### config.mk
export PLATFORM = sky130hd
export DESIGN_NAME = pulse_meter_ctrl
export DESIGN_NICKNAME = d
export VERILOG_FILES = /design/src/rtl/pulse_meter_pkg.sv /design/src/rtl/echo_edge_sync.sv /design/src/rtl/pulse_meter_ctrl.sv
export SDC_FILE = /design/constraint.sdc
export NUM_CORES = 1
export LEC_CHECK = 0
export ABC_AREA = 1
export CORE_MARGIN = 2
export CORE_UTILIZATION = 30
export DETAILED_ROUTE_END_ITERATION = 8
export PLACE_DENSITY_LB_ADDON = 0.1
export SLEW_MARGIN = 20
export SYNTH_ARGS = -nofsm -noshare
export SYNTH_HDL_FRONTEND = slang
export SYNTH_SLANG_ARGS = --single-unit
### constraint.sdc
create_clock -name i_Clk -period 2.9 [get_ports i_Clk]
set_clock_uncertainty 0.05 [all_clocks]
set_input_delay 0.29 -clock i_Clk [delete_from_list [all_inputs] [get_ports i_Clk]]
set_output_delay 0.29 -clock i_Clk [all_outputs]
set_load 0.02 [all_outputs]
### src/rtl/pulse_meter_pkg.sv
// Shared types and default constants for the pulse propagation time meter.
package pulse_meter_pkg;

  localparam int DEF_CNT_W    = 16;
  localparam int DEF_TX_WIDTH = 4;
  localparam int DEF_TIMEOUT  = 1000;
  localparam int DEF_AVG_LOG2 = 2;

  typedef enum logic [1:0] {
    IDLE  = 2'd0,
    TX    = 2'd1,
    WAIT  = 2'd2,
    REARM = 2'd3
  } state_t;

endpackage

### src/rtl/echo_edge_sync.sv
// Three-flop synchronizer for the asynchronous echo level plus rising-edge
// detector. Reusable by any meter channel.
module echo_edge_sync (
  input  logic i_Clk,
  input  logic i_Rst_n,
  input  logic i_Echo,
  output logic o_Edge
);

  logic r1, r2, r3;

  // Shift the raw echo through the synchronizer chain every cycle.
  always_ff @(posedge i_Clk or negedge i_Rst_n) begin
    if (!i_Rst_n) begin
      r1 <= 1'b0;
      r2 <= 1'b0;
      r3 <= 1'b0;
    end else begin
      r1 <= i_Echo;
      r2 <= r1;
      r3 <= r2;
    end
  end

  assign o_Edge = r2 & ~r3;

endmodule

### src/rtl/pulse_meter_ctrl.sv
// Measurement sequencer: transmit pulse, count to echo rising edge or timeout.
// Optional burst averaging is enabled by defining PULSE_METER_AVG_EN.
//
// state | meaning
// IDLE  | waiting for i_Start; result strobes are emitted in this state
// TX    | o_Tx high for TX_WIDTH cycles, echo edges blanked
// WAIT  | counting until echo edge or timeout
// REARM | one idle cycle between runs of an averaging burst
module pulse_meter_ctrl
  import pulse_meter_pkg::*;
#(
  parameter int CNT_W    = DEF_CNT_W,
  parameter int TX_WIDTH = DEF_TX_WIDTH,
  parameter int TIMEOUT  = DEF_TIMEOUT
`ifdef PULSE_METER_AVG_EN
  , parameter int AVG_LOG2 = DEF_AVG_LOG2
`endif
) (
  input  logic             i_Clk,
  input  logic             i_Rst_n,
  input  logic             i_Start,
  input  logic             i_Echo,
  output logic             o_Tx,
  output logic             o_Busy,
  output logic             o_Valid,
  output logic             o_Timeout,
  output logic [CNT_W-1:0] o_Count
);

  localparam logic [CNT_W-1:0] TX_LAST = CNT_W'(TX_WIDTH - 1);
  localparam logic [CNT_W-1:0] TO_LAST = CNT_W'(TIMEOUT - 1);
  localparam logic [CNT_W-1:0] TO_VAL  = CNT_W'(TIMEOUT);

  state_t           state_q, state_d;
  logic [CNT_W-1:0] cnt_q, cnt_d;
  logic [CNT_W-1:0] count_d;
  logic             tx_d, busy_d, valid_d, timeout_d;
  logic             echo_edge;

`ifdef PULSE_METER_AVG_EN
  localparam int ACC_W = CNT_W + AVG_LOG2;
  logic [ACC_W-1:0]    acc_q, acc_d, acc_sum;
  logic [AVG_LOG2-1:0] run_q, run_d;
`endif

  echo_edge_sync u_echo_sync (
    .i_Clk   (i_Clk),
    .i_Rst_n (i_Rst_n),
    .i_Echo  (i_Echo),
    .o_Edge  (echo_edge)
  );

  // Register state, counter and all outputs; reset aborts any run at once.
  always_ff @(posedge i_Clk or negedge i_Rst_n) begin
    if (!i_Rst_n) begin
      state_q   <= IDLE;
      cnt_q     <= '0;
      o_Tx      <= 1'b0;
      o_Busy    <= 1'b0;
      o_Valid   <= 1'b0;
      o_Timeout <= 1'b0;
      o_Count   <= '0;
`ifdef PULSE_METER_AVG_EN
      acc_q     <= '0;
      run_q     <= '0;
`endif
    end else begin
      state_q   <= state_d;
      cnt_q     <= cnt_d;
      o_Tx      <= tx_d;
      o_Busy    <= busy_d;
      o_Valid   <= valid_d;
      o_Timeout <= timeout_d;
      o_Count   <= count_d;
`ifdef PULSE_METER_AVG_EN
      acc_q     <= acc_d;
      run_q     <= run_d;
`endif
    end
  end

  // Next-state and next-output decode.
  always_comb begin
    state_d   = state_q;
    cnt_d     = cnt_q;
    tx_d      = o_Tx;
    busy_d    = o_Busy;
    valid_d   = 1'b0;
    timeout_d = 1'b0;
    count_d   = o_Count;
`ifdef PULSE_METER_AVG_EN
    acc_d     = acc_q;
    run_d     = run_q;
    acc_sum   = acc_q + ACC_W'(cnt_q);
`endif
    case (state_q)
      IDLE: begin
        // A start coinciding with a result strobe is dropped on purpose.
        if (i_Start && !o_Valid && !o_Timeout) begin
          state_d = TX;
          cnt_d   = '0;
          tx_d    = 1'b1;
          busy_d  = 1'b1;
        end
      end
      TX: begin
        cnt_d = cnt_q + 1'b1;
        if (cnt_q == TX_LAST) begin
          state_d = WAIT;
          tx_d    = 1'b0;
        end
      end
      WAIT: begin
        cnt_d = cnt_q + 1'b1;
        // Echo takes priority over a coincident timeout.
        if (echo_edge) begin
`ifdef PULSE_METER_AVG_EN
          if (run_q == '1) begin
            state_d = IDLE;
            busy_d  = 1'b0;
            valid_d = 1'b1;
            count_d = CNT_W'(acc_sum >> AVG_LOG2);
            acc_d   = '0;
            run_d   = '0;
          end else begin
            state_d = REARM;
            acc_d   = acc_sum;
            run_d   = run_q + 1'b1;
          end
`else
          state_d = IDLE;
          busy_d  = 1'b0;
          valid_d = 1'b1;
          count_d = cnt_q;
`endif
        end else if (cnt_q == TO_LAST) begin
          state_d   = IDLE;
          busy_d    = 1'b0;
          timeout_d = 1'b1;
          count_d   = TO_VAL;
`ifdef PULSE_METER_AVG_EN
          acc_d     = '0;
          run_d     = '0;
`endif
        end
      end
      REARM: begin
`ifdef PULSE_METER_AVG_EN
        state_d = TX;
        cnt_d   = '0;
        tx_d    = 1'b1;
`else
        state_d = IDLE;
        busy_d  = 1'b0;
`endif
      end
    endcase
  end

endmodule

==> metrics <==
I/O Pins=24; Root Driver=clkbuf_8; worst-skew pair later-pin latency=300 ps; clock share of power=18.7%; Yosys top cell by area=dfrtp_1; GRT Overall Usage=13.9%; DRT antenna net count=0; largest net degree at the start of global routing=42; crit end category=flip-flop; peak supply drop=0.322 mV; CP peak stage delay=430 ps; Final Net Count=310; TNS Setup=0 ps; CP Buf/Inv Count=3; synthesized instance count=272; Post-DP HPWL=3.45 mm; vias per cell=4.28; clock sink count=41; startpoint class of the critical path=flip-flop; clock-pin slew on the worst setup and hold paths=90 ps; Resized cells post-CTS=0; Die Ht=88.7 microns; Routed WL per cell=12.3 microns; Max H-tree Level=2; top cell type's share of synthesized area=47.6%; EDFF count, synth=0; Fillers=724; async set-or-reset flop fraction in the synthesized netlist=100%; Worst EP required=3050 ps; global route hottest layer=met2; met3 Use GR=2.99%; Die Width=88.7 microns; Slew Limit Fails=0; GR Overflow Total=0; register area share after synthesis=47.6%; die area=7870 sq um; met1 GRT Util=20.1%; Iter 0 DRT Violations=51; WP data arrival=2140 ps; Slew headroom=38.3%; status=complete, no violations; Ant. Diodes=0; Cell Area, Synth=2150 sq um; Fin Hold WS=71.1 ps; CP max-delay cell=ha_1; setup ws final=908 ps; Final Cycle Share=68.7%; CORE AREA=6870 sq um; CP Cell Sequence=inv_1, ha_1, inv_2, or2_4, nand2_4, inv_2, nor2_2, nand2_1, nor2_1, nor2_1; drt first pass iters=4; Residual DRC=0; Int Pwr=0.00123 W; via count=1695; cell with the most instances after synthesis=nand2_1; Reg power frac=37.2%; Max FO, Critical Path=17; R2R setup slack=910 ps; Rows=30; Leak=1.21 nW; layout cell share with drive strength beyond 1=11.0%; Post-CTS Setup Bufs=0; starting density of the core=31.3%; prevailing post-synth register cell=dfrtp_1; Port Buffers=23; worst hold-check path type=input port to asynchronous set/reset pin; FF+latch count, synth=41; DRT Wirelength=4.88 mm; Psw=0.000877 W; Placer Congestion=0.829; CTS hold repair buffers=0; Peak Freq=502 MHz; crit path kind=flip-flop to flip-flop; syn nets=283; Comb pwr share=44.1%; cell family with most CP delay=simple AND/OR/NAND/NOR gates; CTS tree=done; vias in the first global route=1694; post-place setup slack=899 ps; most instantiated cells after synthesis=69 x nand2_1, 42 x nor2_1, 41 x dfrtp_1; mean post-synth cell area=7.92 sq um; RSZ-0062 raised after global routing=no; CTS Buf Count=5; Yosys Warn Count=0; Synth cell types=26; grt met2 use=20.5%; Slew @ Worst Pin=926 ps; PD cells=824 nW/um^2; Max-Cap Viols=0; Syn-to-layout area delta=18.8%; Bufs on Longest Clock Path=2; final-report hold violation count=0; Synth area leaders=dfrtp_1 48%, nand2_1 12%, nor2_1 7.3%, inv_1 6.3%, ha_1 4.1%; first-pass GRT wire length=8.32 mm; Sw Share=41.6%; # setup viols final=0; initial antenna violation count=0; Final min period=1990 ps
[kinds of logic (layout without fill, tap and decap cells)]
family,Yosys count,in the layout,share of synthesized area [%]
AND/OR/NAND/NOR,150,150,31.2
buffers and inverters,42,70,8.25
flip-flops,41,41,47.6
AO/OA/AOI/OAI,31,31,8.43
adder cells (fa/ha/maj),7,7,4.07
XOR/XNOR,1,1,0.407
[per-layer routing]
metal | part of all wire [%] | routed length, microns
met1 | 53 | 2570
met5 | 0 | 0
met4 | 1.3 | 63
met3 | 3.0 | 147
met2 | 43 | 2100
[area by class of cell]
cell class	instances	area, sq um	area share, %
Timing Repair Buffer	23	225	8.80
Tap cell	96	120	4.69
Clock buffer	5	68.8	2.69
Clock inverter	3	22.5	0.880
Multi-Input combinational cell	189	950	37.1
Inverter	39	146	5.72
Sequential cell	41	1030	40.1
[state kept, by name (all words and copies together) (netlist names)]
signal,cells
cnt_q,16
o_Busy,1
o_Count,16
o_Timeout,1
o_Tx,1
o_Valid,1
state_q,2
u_echo_sync.r1,1
u_echo_sync.r2,1
u_echo_sync.r3,1
[through the flow]
step | area, sq um | instances | util, % | power (W)
after global placement | 2470 | 388 | 35.9 | 0.00172
after CTS | 2560 | 396 | 37.2 | 0.00214
final | 2560 | 396 | 37.2 | 0.00211
after floorplan | 2150 | 272 | - | 0.00144
after detailed placement | 2470 | 388 | 35.9 | 0.00174
after global routing | 2560 | 396 | 37.2 | 0.00228
[power by group through the flow]
stage	clock, W	sequential, W	combinational [W]
final	0.000395	0.000785	0.000929
after global routing	0.000430	0.000805	0.00105
after CTS	0.000410	0.000788	0.000943
after detailed placement	0	0.000800	0.000940
after global placement	0	0.000796	0.000927
after floorplan	0	0.000899	0.000542
[placed cells by master (no fill, tap or decap), drive strengths merged]
cell type,Yosys,layout
nand2,77,77
ha,7,7
clkdlybuf4s50,0,22
dfrtp,41,41
o21ai,19,19
nand4,9,9
a21oi,11,11
buf,3,1
nor2,45,45
nand3b,1,1
xor2,1,1
clkinvlp,0,3
nand3,15,15
or2,2,2
nor3,1,1
clkbuf,0,5
a21o,1,1
inv,39,39
[worst reg2reg max path: stages, from the launching register on]
cell and delay [ps]:
dfrtp_1 410, inv_1 100, ha_1 430, inv_2 70, or2_4 240, nand2_4 190
inv_2 100, nor2_2 100, nand2_1 70, nor2_1 90, nor2_1 40
[final timing paths]
path	from	endpoint	cells after the start
min reg2reg	u_echo_sync.r1	u_echo_sync.r2	0
min	i_Rst_n	o_Count[15]	1
min in group i_Clk	u_echo_sync.r1	u_echo_sync.r2	0
max in group asynchronous	i_Rst_n	o_Timeout	1
max	state_q[1]	cnt_q[10]	10
max reg2reg	state_q[1]	cnt_q[10]	10
No activity file was read; power rests on OpenSTA's default activity.
